**config.mk**
```make
export PLATFORM = sky130hd
export DESIGN_NAME = jk_updown_counter_flat
export DESIGN_NICKNAME = d
export VERILOG_FILES = /design/src/rtl/jk_updown_counter_if.sv /design/src/rtl/jk_updown_counter.sv /design/src/flat_wrapper.sv
export SDC_FILE = /design/constraint.sdc
export NUM_CORES = 1
export LEC_CHECK = 0
export ABC_CLOCK_PERIOD_IN_PS = 2230
export CAP_MARGIN = 10
export CELL_PAD_IN_SITES_DETAIL_PLACEMENT = 0
export CELL_PAD_IN_SITES_GLOBAL_PLACEMENT = 1
export CORE_UTILIZATION = 28
export CTS_BUF_LIST = sky130_fd_sc_hd__clkbuf_8
export DETAILED_ROUTE_END_ITERATION = 10
export PLACE_DENSITY = 0.79
export SETUP_SLACK_MARGIN = 0.15
export SLEW_MARGIN = 20
export SYNTH_ARGS = -nofsm -noshare
export SYNTH_HDL_FRONTEND = slang
export SYNTH_SLANG_ARGS = --single-unit
```
**constraint.sdc**
```tcl
create_clock -name clk -period 2.23 [get_ports clk]
set_clock_uncertainty 0.2 [all_clocks]
set_input_delay 0.669 -clock clk [delete_from_list [all_inputs] [get_ports clk]]
set_output_delay 0.669 -clock clk [all_outputs]
set_load 0.01 [all_outputs]
```
**src/rtl/jk_updown_counter_if.sv**
```systemverilog
// Control/status bundle of the JK up/down counter: the master drives controls,
// the counter (slave) returns its state, terminal count and J/K excitation.
interface jk_updown_counter_if #(
    parameter int unsigned WIDTH = 4
);
    logic             en;
    logic             up;
    logic             load;
    logic [WIDTH-1:0] load_val;
    logic [WIDTH-1:0] count;
    logic             tc;
    logic             wrapped;
    logic [WIDTH-1:0] j_vec;
    logic [WIDTH-1:0] k_vec;

    modport master (
        output en, up, load, load_val,
        input  count, tc, wrapped, j_vec, k_vec
    );

    modport slave (
        input  en, up, load, load_val,
        output count, tc, wrapped, j_vec, k_vec
    );
endinterface

```
**src/rtl/jk_updown_counter.sv**
```systemverilog
// Modulo-MODULUS up/down counter whose state is a bank of JK cells; load, count
// and hold are all expressed as per-bit J/K excitation vectors.
module jk_updown_counter #(
    parameter int unsigned WIDTH   = 4,
    parameter int unsigned MODULUS = 10
) (
    input  logic                clk,
    input  logic                rst,
    jk_updown_counter_if.slave  bus
);

    localparam longint unsigned SPAN = 64'(1) << WIDTH;
    localparam logic [WIDTH-1:0] MAX = WIDTH'(MODULUS - 1);

    generate
        if ((MODULUS < 2) || (64'(MODULUS) > SPAN)) begin : g_bad_modulus
            $error("jk_updown_counter: MODULUS must satisfy 2 <= MODULUS <= 2**WIDTH");
        end
    endgenerate

    logic [WIDTH-1:0] r_count;
    logic             r_wrapped;

    logic [WIDTH-1:0] w_target;
    logic [WIDTH-1:0] w_next;
    logic [WIDTH-1:0] w_j;
    logic [WIDTH-1:0] w_k;
    logic             w_at_max;
    logic             w_at_zero;
    logic             w_illegal;
    logic             w_ld_over;
    logic             w_wrap;

    // Out-of-range detection only exists when the modulus leaves unused codes.
    generate
        if (64'(MODULUS) < SPAN) begin : g_partial
            assign w_illegal = (r_count > MAX);
            assign w_ld_over = (bus.load_val > MAX);
        end else begin : g_full
            assign w_illegal = 1'b0;
            assign w_ld_over = 1'b0;
        end
    endgenerate

    assign w_at_max  = (r_count == MAX);
    assign w_at_zero = (r_count == '0);
    assign w_wrap    = w_illegal | (bus.up ? w_at_max : w_at_zero);
    assign w_target  = w_ld_over ? MAX : bus.load_val;

    // Next count value for the enabled (non-load) case.
    always_comb begin
        w_next = r_count;
        if (w_illegal) begin
            w_next = '0;
        end else if (bus.up) begin
            w_next = w_at_max ? '0 : r_count + WIDTH'(1);
        end else begin
            w_next = w_at_zero ? MAX : r_count - WIDTH'(1);
        end
    end

    // Excitation: set/reset form for load, toggle form for count, zero for hold.
    always_comb begin
        w_j = '0;
        w_k = '0;
        if (bus.load) begin
            w_j = w_target & ~r_count;
            w_k = ~w_target & r_count;
        end else if (bus.en) begin
            w_j = r_count ^ w_next;
            w_k = r_count ^ w_next;
        end
    end

    // JK cell bank plus sticky wrap flag.
    always_ff @(posedge clk or posedge rst) begin
        if (rst) begin
            r_count   <= '0;
            r_wrapped <= 1'b0;
        end else begin
            r_count <= (w_j & ~r_count) | (~w_k & r_count);
            if (bus.load) begin
                r_wrapped <= 1'b0;
            end else if (bus.en && w_wrap) begin
                r_wrapped <= 1'b1;
            end
        end
    end

    assign bus.count   = r_count;
    assign bus.wrapped = r_wrapped;
    assign bus.j_vec   = w_j;
    assign bus.k_vec   = w_k;
    assign bus.tc      = bus.en & ~bus.load &
                         ((bus.up & w_at_max) | (~bus.up & w_at_zero));

endmodule

```
**src/flat_wrapper.sv**
```systemverilog
// flat-port wrapper written by rule: the top's interface ports become plain ports
module jk_updown_counter_flat 
#(
    parameter int unsigned WIDTH   = 4,
    parameter int unsigned MODULUS = 10
)
  (clk, rst, bus_en, bus_up, bus_load, bus_load_val, bus_count, bus_tc, bus_wrapped, bus_j_vec, bus_k_vec);
  jk_updown_counter_if #(.WIDTH(WIDTH)) bus_i ();
  input  logic clk;
  input  logic rst;
  input wire logic [$bits(bus_i.en)-1:0] bus_en;
  input wire logic [$bits(bus_i.up)-1:0] bus_up;
  input wire logic [$bits(bus_i.load)-1:0] bus_load;
  input wire logic [$bits(bus_i.load_val)-1:0] bus_load_val;
  output wire logic [$bits(bus_i.count)-1:0] bus_count;
  output wire logic [$bits(bus_i.tc)-1:0] bus_tc;
  output wire logic [$bits(bus_i.wrapped)-1:0] bus_wrapped;
  output wire logic [$bits(bus_i.j_vec)-1:0] bus_j_vec;
  output wire logic [$bits(bus_i.k_vec)-1:0] bus_k_vec;
  assign bus_i.en = bus_en;
  assign bus_i.up = bus_up;
  assign bus_i.load = bus_load;
  assign bus_i.load_val = bus_load_val;
  assign bus_count = bus_i.count;
  assign bus_tc = bus_i.tc;
  assign bus_wrapped = bus_i.wrapped;
  assign bus_j_vec = bus_i.j_vec;
  assign bus_k_vec = bus_i.k_vec;
  jk_updown_counter #(.WIDTH(WIDTH), .MODULUS(MODULUS)) u_core (.clk(clk), .rst(rst), .bus(bus_i));
endmodule
```
==> qor.txt <==
Run status: complete, but fails checks
Failing checks: negative setup slack
Clock Sinks: 5
Top cells by area, synth: dfrtp_1, a21oi_1, nand2_1
CP required: 1360 ps
CTS tree: built
First-pass GRT wire length: 3770 um
PortBufs: 22
Number of global-route vias before repair: 871
Worst Path Max Fanout: 6
Worst slew pin tran: 277 ps
# DRC: 0
Post-DP HPWL: 1680 um
Count of warnings emitted by yosys: 0
Hold-fix buffers at CTS: 0
Area delta synth->final: 105%
Clock power frac: 22.6%
Flop2flop setup slack: 420 ps
Gpl congestion: 0.813
Reg clk slew, reported paths: 30 ps
Setup CP Type: primary input to primary output
Initial DRC Count: 27
Post-synth top area share: 19.4%
ANT cells: 0
Final ANT Viol Nets: 0
Most frequent cells in the layout: buf_4, buf_6, buf_2
Final core utilization: 60.2%
Endpoints failing setup: 9
Synth async-reset ratio: 100%
Tcrit/Tclk final: 119%
Register bit total from synthesis: 5
Syn Area/Cell: 7.00 um2
Root buffer cell: clkbuf_8
RSZ-0062 raised after global routing: true
GRT Total Usage: 20.1%
Switching share of power: 37.9%
Initial antenna violation count: 0
Commonest non-fill, non-tap cell in the layout: buf_4
Die Ht: 50.0 um
Top FF cell, synth: dfrtp_1
Io pins: 23
Combinational share of power: 61.2%
Mapped Cells: 92
Initial Util: 29.4%
Max Fclk: 376 MHz
Seq pwr share: 16.2%
Sequential cell area: 126 um2
Routed len/inst: 13.6 um
Sequential-to-total area share from yosys stat: 19.4%
Slew HR: 81.4%
Maximum capacitance violations: 0
Post-synth EDFFs: 0
Max-slew violations: 0
Cell Area, Synth: 644 um2
Leakage dissipation: 0.593 nW
Skew-Pair Late Insertion Delay: 220 ps
Hold WC Path Type: flip-flop to flip-flop
Layout cells sized above 1: 59.3%
Crit end category: primary output
Final Critical Period: 2660 ps
Crit path setup slack, layout: -433 ps
Layout Nets: 155
Die area: 0.00250 mm2
Post-Syn Nets: 101
Drt total wl: 2350 um
Max clock buf depth: 2
DR pass1 iterations: 4
Rows: 17
Largest net degree at the start of global routing: 12
Crit path launch type: primary input
Hold Fails Final Rpt: 0
H-tree levels: 1
Largest area contributor in the netlist: dfrtp_1
Fill count: 199
Int Pwr: 0.000446 W
Total CTS buffers: 3
Critical path arrival: 1790 ps
PwrDens: 545 mW/mm2
Sw Pwr: 0.000272 W
Cell variety after synth: 40
Final Power: 0.000718 W
GRT overflow: 0
Multi-input logic area: 607 um2
Worst vdd ir: 0.000276 V
Core ar.: 0.00219 mm2
Vias: 881
Die W: 50.0 um
Via density: 5.09
per-stage QoR:
step           instance area (um2)  worst slack [ps]  TNS, ps  hold WS, ps  cells
2_1_floorplan                  743              -150     -533          248     92
3_3_place_gp                  1130             -1190   -10380          285    162
3_5_place_dp                  1130             -1220   -10570          289    162
4_1_cts                       1250              -487    -2270          296    172
5_1_grt                       1320              -460    -2570          326    173
6_report                      1320              -433    -2220          298    173
cell usage after synthesis (2+ instances only):
library cell	count
o22ai_1	2
xor2_1	2
nor2b_1	2
o21ai_1	2
o21ai_0	6
dfrtp_1	5
buf_6	2
nand3_1	2
buf_2	3
inv_1	5
a31oi_1	2
clkbuf_1	3
a21oi_1	11
nor3_1	2
a211oi_1	2
nand2_1	9
nor2_1	9
sequential cells by signal (all words and copies together) (netlist names):
name                flops
u_core.bus.count        4
u_core.bus.wrapped      1
cells by family (layout without fill, tap and decap cells):
| family | count (synthesis) | in the layout | share of synthesized area, % |
|---|---|---|---|
| AO/OA/AOI/OAI | 37 | 37 | 39.2 |
| XOR/XNOR | 3 | 3 | 4.08 |
| buffers and inverters | 14 | 67 | 11.1 |
| AND/OR/NAND/NOR | 33 | 33 | 26.2 |
| flip-flops | 5 | 5 | 19.4 |
layout make-up:
cell class | count | share of cell area, %
inverter | 5 | 1.42
sequential | 5 | 9.58
timing repair buffer | 58 | 36.9
tap | 28 | 2.66
clock inverter | 1 | 0.285
multi-input combinational | 73 | 46.0
clock buffer | 3 | 3.13
power groups by stage:
| stage | logic [W] | clock network, W | registers [W] |
|---|---|---|---|
| finish | 0.000439 | 0.000162 | 0.000116 |
| global placement | 0.000373 | 0 | 0.000116 |
| floorplan | 0.000201 | 0 | 0.000121 |
| CTS | 0.000406 | 0.000166 | 0.000114 |
| detailed placement | 0.000379 | 0 | 0.000117 |
| global route | 0.000469 | 0.000172 | 0.000118 |
worst paths after layout:
path                                                start                        endpoint  cells after the start
min reg2reg                u_core.bus.wrapped$_DFFE_PP0P_  u_core.bus.wrapped$_DFFE_PP0P_                      2
min                        u_core.bus.wrapped$_DFFE_PP0P_  u_core.bus.wrapped$_DFFE_PP0P_                      2
max reg2reg                 u_core.bus.count[1]$_DFF_PP0_   u_core.bus.count[3]$_DFF_PP0_                      7
max in group asynchronous                             rst   u_core.bus.count[1]$_DFF_PP0_                      2
min in group asynchronous                             rst   u_core.bus.count[0]$_DFF_PP0_                      2
max                                                bus_up                    bus_j_vec[2]                      6
what timing repair did:
action	4_1_cts	5_1_grt
endpoints found under the setup margin	16	11
pin swaps	13	8
gates resized for setup	95	13
buffers inserted	6	1
worst max-delay path, stage by stage:
cell     delay, ps
buf_8          110
or4b_4         540
a21oi_4        160
a21oi_1         60
o21ai_2        110
buf_2          140
layer usage:
layer | vias up | global-route usage [%] | wire (um)
met5 | - | 0 | 0
met4 | 0 | 7.62 | 0
met3 | 0 | 2.78 | 48
met2 | 16 | 35.6 | 1290
met1 | 418 | 24.1 | 1010
li1 | 447 | - | -
Power figures use the tool's default switching activity.
